[config.mk]
export PLATFORM = sky130hd
export DESIGN_NAME = cla_subtractor_pipe_13bit
export DESIGN_NICKNAME = d
export VERILOG_FILES = /design/src/rtl/adder_pkg.sv /design/src/rtl/bla_group4.sv /design/src/rtl/cla_subtractor_pipe_13bit.sv
export SDC_FILE = /design/constraint.sdc
export NUM_CORES = 1
export LEC_CHECK = 0
export ABC_CLOCK_PERIOD_IN_PS = 4000
export CAP_MARGIN = 20
export CORE_MARGIN = 5
export CORE_UTILIZATION = 38
export CTS_BUF_LIST = sky130_fd_sc_hd__clkbuf_4 sky130_fd_sc_hd__clkbuf_8
export CTS_CLUSTER_SIZE = 40
export DETAILED_ROUTE_END_ITERATION = 8
export PLACE_DENSITY = 0.65
export SETUP_SLACK_MARGIN = 0.02
export SYNTH_ARGS = -nofsm -noshare
export SYNTH_HDL_FRONTEND = slang
export SYNTH_SLANG_ARGS = --single-unit
[constraint.sdc]
create_clock -name i_clk -period 4 [get_ports i_clk]
set_input_delay 0.8 -clock i_clk [delete_from_list [all_inputs] [get_ports i_clk]]
set_output_delay 0.8 -clock i_clk [all_outputs]
set_load 0.02 [all_outputs]
[src/rtl/adder_pkg.sv]
// Shared widths, vector types and the 4-bit borrow-lookahead group function
// used by the pipelined carry-lookahead subtractor.
package adder_pkg;

  localparam int ADD_WIDTH     = 13;
  localparam int SPLIT_DEFAULT = 7;

  typedef logic [ADD_WIDTH:0]   min_t;
  typedef logic [ADD_WIDTH-1:0] sub_t;
  typedef logic [ADD_WIDTH-1:0] res_t;

  // Returns {gen, prop} for a - b over a 4-bit group.
  function automatic logic [1:0] bla_gp4(input logic [3:0] a, input logic [3:0] b);
    logic [3:0] g;
    logic [3:0] p;
    g = ~a & b;
    p = ~(a ^ b);
    return {g[3] | (p[3] & g[2]) | (p[3] & p[2] & g[1]) | (p[3] & p[2] & p[1] & g[0]),
            &p};
  endfunction

endpackage

[src/rtl/bla_group4.sv]
// 4-bit borrow-lookahead subtract block: d = a - b - bin, with group
// generate/propagate for the next lookahead level. Purely combinational.
module bla_group4
  import adder_pkg::*;
(
  input  logic [3:0] a_i,
  input  logic [3:0] b_i,
  input  logic       bin_i,
  output logic [3:0] d_o,
  output logic       gen_o,
  output logic       prop_o,
  output logic       bout_o
);

  logic [3:0] g;
  logic [3:0] p;
  logic [3:0] bw;

  assign g = ~a_i & b_i;
  assign p = ~(a_i ^ b_i);

  assign bw[0] = bin_i;
  assign bw[1] = g[0] | (p[0] & bin_i);
  assign bw[2] = g[1] | (p[1] & g[0]) | (p[1] & p[0] & bin_i);
  assign bw[3] = g[2] | (p[2] & g[1]) | (p[2] & p[1] & g[0]) | (p[2] & p[1] & p[0] & bin_i);

  assign d_o = a_i ^ b_i ^ bw;
  assign {gen_o, prop_o} = bla_gp4(a_i, b_i);
  assign bout_o = gen_o | (prop_o & bin_i);

endmodule

[src/rtl/cla_subtractor_pipe_13bit.sv]
// Two-stage borrow-lookahead subtractor: recovers result = i_min - i_sub,
// flagging o_err when the difference is negative or does not fit WIDTH bits.
module cla_subtractor_pipe_13bit
  import adder_pkg::*;
#(
  parameter int WIDTH = ADD_WIDTH,
  parameter int SPLIT = SPLIT_DEFAULT
) (
  input  logic             i_clk,
  input  logic             i_rst,
  input  logic             i_valid,
  output logic             o_ready,
  input  logic [WIDTH:0]   i_min,
  input  logic [WIDTH-1:0] i_sub,
  output logic             o_valid,
  input  logic             i_ready,
  output logic [WIDTH-1:0] o_result,
  output logic             o_err
);

  localparam int UW  = WIDTH + 1 - SPLIT;
  localparam int NG1 = (SPLIT + 3) / 4;
  localparam int NG2 = (UW + 3) / 4;

  logic             s1_vld_q, s1_vld_d;
  logic             s2_vld_q, s2_vld_d;
  logic [SPLIT-1:0] s1_low_q;
  logic             s1_b_q;
  logic [UW-1:0]    s1_min_q;
  logic [UW-2:0]    s1_sub_q;
  logic [WIDTH-1:0] res_q, res_d;
  logic             err_q, err_d;
  logic             in_hs, adv2;

  assign adv2     = s1_vld_q & (~s2_vld_q | i_ready);
  assign o_ready  = ~s1_vld_q | adv2;
  assign in_hs    = i_valid & o_ready;
  assign s1_vld_d = in_hs | (s1_vld_q & ~adv2);
  assign s2_vld_d = adv2 | (s2_vld_q & ~i_ready);

  // Stage 1: low SPLIT bits; operands zero-padded to whole groups so padded
  // bits simply pass the borrow through to the stage borrow-out.
  logic [4*NG1-1:0] a1, b1v, d1;
  logic [NG1:0]     c1;
  logic [NG1-1:0]   g1, p1, bo1;

  always_comb begin
    a1  = '0;
    b1v = '0;
    a1[SPLIT-1:0]  = i_min[SPLIT-1:0];
    b1v[SPLIT-1:0] = i_sub[SPLIT-1:0];
  end

  assign c1[0] = 1'b0;
  for (genvar k = 0; k < NG1; k++) begin : g_st1
    bla_group4 u_grp (
      .a_i(a1[4*k +: 4]), .b_i(b1v[4*k +: 4]), .bin_i(c1[k]),
      .d_o(d1[4*k +: 4]), .gen_o(g1[k]), .prop_o(p1[k]), .bout_o(bo1[k])
    );
    assign c1[k+1] = g1[k] | (p1[k] & c1[k]);
  end

  // Stage 2: upper field from the registered operands plus stage-1 borrow.
  logic [4*NG2-1:0] a2, b2v, d2;
  logic [NG2:0]     c2;
  logic [NG2-1:0]   g2, p2, bo2;
  logic [UW-1:0]    upper;

  always_comb begin
    a2  = '0;
    b2v = '0;
    a2[UW-1:0]  = s1_min_q;
    b2v[UW-2:0] = s1_sub_q;
  end

  assign c2[0] = s1_b_q;
  for (genvar k = 0; k < NG2; k++) begin : g_st2
    bla_group4 u_grp (
      .a_i(a2[4*k +: 4]), .b_i(b2v[4*k +: 4]), .bin_i(c2[k]),
      .d_o(d2[4*k +: 4]), .gen_o(g2[k]), .prop_o(p2[k]), .bout_o(bo2[k])
    );
    assign c2[k+1] = g2[k] | (p2[k] & c2[k]);
  end

  assign upper = d2[UW-1:0];
  assign res_d = {upper[UW-2:0], s1_low_q};
  assign err_d = c2[NG2] | upper[UW-1];

  logic unused_bits;
  assign unused_bits = ^{bo1, bo2, d1, d2};

  always_ff @(posedge i_clk or posedge i_rst) begin
    if (i_rst) begin
      s1_vld_q <= 1'b0;
      s2_vld_q <= 1'b0;
      res_q    <= '0;
      err_q    <= 1'b0;
    end else begin
      s1_vld_q <= s1_vld_d;
      s2_vld_q <= s2_vld_d;
      if (adv2) begin
        res_q <= res_d;
        err_q <= err_d;
      end
    end
  end

  // Payload-only register: no reset, loads only on the input handshake.
  always_ff @(posedge i_clk) begin
    if (in_hs) begin
      s1_low_q <= d1[SPLIT-1:0];
      s1_b_q   <= c1[NG1];
      s1_min_q <= i_min[WIDTH:SPLIT];
      s1_sub_q <= i_sub[WIDTH-1:SPLIT];
    end
  end

  assign o_valid  = s2_vld_q;
  assign o_result = res_q;
  assign o_err    = err_q;

endmodule

==> metrics.txt, run 1 <==
Layout area overhead=34.6%; final core occ=53.7%; crit path capture type=output port; critical path class=input port to output port; initial antenna violation count=0; Die Wd=78.3 µm; Die Ht=78.3 µm; most used cell, CP=clkdlybuf4s50_1; clock power share=26.6%; Pre-antenna DRT Iters=4; Slowest-stage cell, CP=clkdlybuf4s50_1; DRT iter0 DRCs=40; Sequential Power Share=47.1%; critical path arrival=2.10 ns; Synth Register Bits=37; DRC=0; FP Rows=24; Clock transition at path regs=0.07 ns; crit-path cells=clkdlybuf4s50_1 -> nor2b_1 -> nand2_1 -> clkdlybuf4s50_1; top_reg_cell synth=edfxtp_1; final period utilization=72.5%; Yosys top cell area share=35.5%; Worst path max stage delay=0.55 ns; Clock Path Buffers=2; via count=around 1,100; VDD IR max=approximately 130 µV; Placer Congestion=0.716; Synthesized Nets=185; final antenna-violating net count=0; multi-input logic area=roughly 660 µm²; core area=0.00444 mm²; CP bufs+invs=2; final WL=3050 µm; worst slew pin tran=0.912 ns; Power Internal=762 µW; final hold viol count=0; static leakage=0.00102 µW; RSZ-0062 raised after global routing=no; CTS Sinks=37; htree depth=2; share of post-route cells with drive strength above 1=8.99%; Async SR Flop Fraction=between 40% and 50%; Avg Cell Area, Syn=13.0 µm²; dpl cells=233; post-synth top area cell=edfxtp_1; DP HPWL=2400 µm; switching part of the total=26.6%; Mapped Area=0.00177 mm²; Root Driver=clkbuf_8; hold_buf cts=0; Syn. warnings=0; family with the most delay on the worst path=buffers and inverters; n_diodes=0; wire per inst=12.7 µm; Critical Path RT=between 3 and 4 ns; Starting Density=roughly 40%; CTS-repair resized insts=0; CTS tree=built; Distinct cells, synth=29; number of global-route vias before repair=1,227; CP max FO=3; total track usage=11.1%; Power Total=1040 µW; max cap viols=0; layout net count=236; Switch Pwr=between 200 and 300 µW; GRT Residual Overflow=0; PortBufs=46; drt via density=roughly 4.7; f_max=about 340 MHz; worst relative slew slack=39.2%; largest net degree at the start of global routing=22; Post-CTS Setup Repair Bufs=0; filler instances=approximately 390; Period minus WS final=about 2.9 ns; combinational share of power=26.3%; Final Skew=0.00444 ns; Worst setup SP type=input port; commonest cells after routing, fill and taps aside=46 x clkdlybuf4s50_1, 21 x edfxtp_1, 20 x inv_1; Post-Synthesis Cells=137; most common cell after layout, fill and taps aside=clkdlybuf4s50_1; die area=roughly 0.0061 mm²; Hold Crit Class=flip-flop to flip-flop; number of synthesized flops with an enable pin=21; Pwr Density=around 430 mW/mm²; first-pass GRT wire length=~5100 µm; top cells by area, synth=edfxtp_1 36%, dfrtp_1 23%, ha_1 9.2%; clk_lat worst skew=0.28 ns; CTS Buf Count=5; setup_tns=0 ns; register area=0.00103 mm²; Seq/Total Area, Yosys=between 50 and 60%; outcome=complete, no violations; Setup violations, final=0; I/O pin count=47; final std cells w/o fill=241; Final Slew Violations=0
## final timing paths
check,start,slack (ns),endpoint,depth (start not counted)
min in group asynchronous,i_rst,0.89,o_result[3],2
max in group asynchronous,i_rst,2.71,o_result[8],2
setup reg to reg,s1_sub_q[0],1.76,o_result[12],7
setup / recovery,i_ready,1.10,o_ready,4
hold / removal,s1_low_q[3],0.47,o_result[3],1
hold reg to reg,s1_low_q[3],0.47,o_result[3],1
## sequential cells by signal (all words and copies together), names as in the netlist
register	count
o_result	13
s1_low_q	7
s1_min_q	7
s1_sub_q	6
o_err	1
o_valid	1
s1_b_q	1
s1_vld_q	1
## cell type report
cell class	count	area share [%]
clock buffer	8	4.09
inverter	20	3.14
sequential	37	43.2
multi-input combinational	78	27.6
timing repair buffer	46	19.3
tap	52	2.72
## logic make-up after synthesis
kind of cell	Yosys count	share of synthesized area (%)
multiplexers	7	4.44
AO/OA/AOI/OAI	22	8.32
adder cells (fa/ha/maj)	17	13.7
flip-flops	37	58.1
buffers and inverters	22	4.72
AND/OR/NAND/NOR	24	6.77
XOR/XNOR	8	3.95
## through the flow
stage	worst slack, ns	hold slack [ns]	cell area, µm²
after floorplan	1.58	0.455	1770
after global placement	0.989	0.458	2290
after detailed placement	0.926	0.467	2290
after CTS	1.11	0.477	2390
after global routing	1.03	0.490	2390
final	1.10	0.473	2390
## Yosys cell counts (3+ instances only)
master    number
xnor2_1        3
a21o_1         3
inv_1         20
mux2_2         7
dfrtp_1       16
nor2_1         3
ha_1          13
o21ai_0        8
edfxtp_1      21
nand2_1       10
fa_1           4
xor2_1         5
## power groups by stage
stage	combinational [µW]	sequential [µW]	clock [µW]
final	273	489	276
after detailed placement	278	498	0
after global routing	301	497	304
after CTS	279	491	287
after global placement	272	495	0
after floorplan	105	539	0
## per-layer routing
layer | vias to the layer above | part of all wire, % | global-route usage, %
met5 | - | 0 | 0
met4 | 0 | 2.4 | 6.29
met3 | 8 | 6.7 | 3.89
met2 | 32 | 53 | 20.4
met1 | 519 | 37 | 10.6
li1 | 573 | - | -
No activity file was read; power rests on OpenSTA's default activity.
==> run 2: changes to the inputs <==
Settings changed: ABC_CLOCK_PERIOD_IN_PS 4000 to 3000.
Clock period 4 ns to 3 ns, I/O delays scaled along.
==> metrics.txt, run 2 (synthesized netlist as in run 1, its figures left out) <==
Worst path max stage delay=between 0.5 and 0.6 ns; final WL=3220 µm; Critical Path Source=i_min[1]; CTS-repair resized insts=0; Power Total=around 1500 µW; Clock transition at path regs=approximately 0.080 ns; dpl cells=234; crit path capture type=flip-flop; Die Ht=slightly below 80 µm; CP bufs+invs=2; crit-path cells=clkdlybuf4s50_1 -> inv_1 -> ha_1 -> a211oi_1 -> nor2_1 -> or2_2 -> fa_1 -> xnor2_1; wire per inst=between 10 and 15 µm; Pre-antenna DRT Iters=4; Layout area overhead=37.1%; first-pass GRT wire length=5410 µm; layout net count=about 240; I/O pin count=47; worst slew pin tran=between 0.9 and 1 ns; setup_tns=0 ns; via count=between 1,000 and 1,500; Root Driver=clkbuf_8; critical path arrival=2.60 ns; Critical Path RT=3.05 ns; final hold viol count=0; DRC=0; total track usage=11.5%; Placer Congestion=0.707; reg-to-reg endpoint=o_result[12]; most common cell after layout, fill and taps aside=clkdlybuf4s50_1; worst relative slew slack=37.7%; Slowest-stage cell, CP=clkdlybuf4s50_1; Period minus WS final=around 2.6 ns; PortBufs=46; Pwr Density=between 600 and 700 mW/mm²; R2R Setup Slk=0.79 ns; static leakage=0.00104 µW; n_diodes=0; drt via density=4.69; Final Skew=just under 0.007 ns; hold_buf cts=0; FP Rows=24; DP HPWL=2560 µm; CP max FO=2; final antenna-violating net count=0; initial antenna violation count=0; critical path endpoint=s1_low_q[5]; Final Slew Violations=0; commonest cells after routing, fill and taps aside=46 x clkdlybuf4s50_1, 21 x edfxtp_1, 20 x inv_1; RSZ-0062 raised after global routing=no; Setup violations, final=0; VDD IR max=246 µV; Starting Density=39.9%; share of post-route cells with drive strength above 1=a little under a tenth; Hold Crit Class=flip-flop to flip-flop; GRT Residual Overflow=0; CTS Sinks=37; critical path depth=8; worst r2r src=s1_sub_q[0]; max FFs per register=13; f_max=391 MHz; Worst setup SP type=input port; critical path class=input port to flip-flop; family with the most delay on the worst path=adder cells; final std cells w/o fill=242; Post-CTS Setup Repair Bufs=0; CTS tree=built; outcome=complete, no violations; DRT iter0 DRCs=19; R2R cell count=7; die area=0.00614 mm²; number of global-route vias before repair=approximately 1,200; CTS Buf Count=5; final period utilization=85.3%; htree depth=2; Clock Path Buffers=2; Die Wd=78.3 µm; core area=0.00444 mm²; clk_lat worst skew=approximately 0.29 ns; largest net degree at the start of global routing=22; max cap viols=0
==> run 2: how the worst min path moves through the flow <==
| stage | from | end | depth (start not counted) |
|---|---|---|---|
| after detailed placement | s1_low_q[3] | o_result[3] | 1 |
| final | s1_low_q[3] | o_result[3] | 1 |
| after CTS | s1_low_q[3] | o_result[3] | 1 |
| after global placement | s1_low_q[6] | o_result[6] | 1 |
| after global routing | s1_low_q[2] | o_result[2] | 1 |
| after floorplan | s1_low_q[0] | o_result[0] | 1 |
==> run 2: through the flow <==
stage               cell area [µm²]  worst slack [ns]  hold WS (ns)  util (%)
floorplan                      1770             0.779         0.455         -
global placement               2300             0.189         0.457      51.7
detailed placement             2300             0.121         0.465      51.7
CTS                            2430             0.438         0.480      54.7
global route                   2430             0.368         0.495      54.7
finish                         2430             0.441         0.473      54.7
==> run 2: area by class of cell <==
class / count / area (µm²)
inverters: 20 / 75.1
fillers: 381 / 2010
clock inverters: 3 / 65.1
well taps: 52 / 65.1
flip-flops and latches: 37 / 1030
repair buffers: 47 / 468
clock buffers: 5 / 68.8
multi-input cells: 78 / 659
==> run 2: power by group <==
part	internal, µW	switching (µW)
clock network	330	175
logic	193	176
registers	619	32.6
total	1140	384
==> run 2: metal layers <==
| metal | wire length (µm) | track usage (%) | up-vias | part of all wire (%) |
|---|---|---|---|---|
| met2 | 1720 | 20.9 | 31 | 54 |
| met4 | 37 | 4.72 | 0 | 1.2 |
| met5 | 0 | 0 | - | 0 |
| met3 | 242 | 4.58 | 4 | 7.5 |
| li1 | - | - | 576 | - |
| met1 | 1210 | 11.6 | 525 | 38 |
==> run 2: worst register-to-register path, cell delays in order, from the launching register on <==
cell and delay [ns]:
edfxtp_1 0.43, ha_1 0.33, a211oi_1 0.31, o21bai_1 0.15, a21o_1 0.21, fa_1 0.43
xor2_1 0.14, o21ai_0 0.13
==> run 3: changes to the inputs <==
Settings changed: CTS_CLUSTER_DIAMETER set to 150.
==> results of run 3 <==
Same layout as run 2: the final DEF is identical, and so are final timing and power.
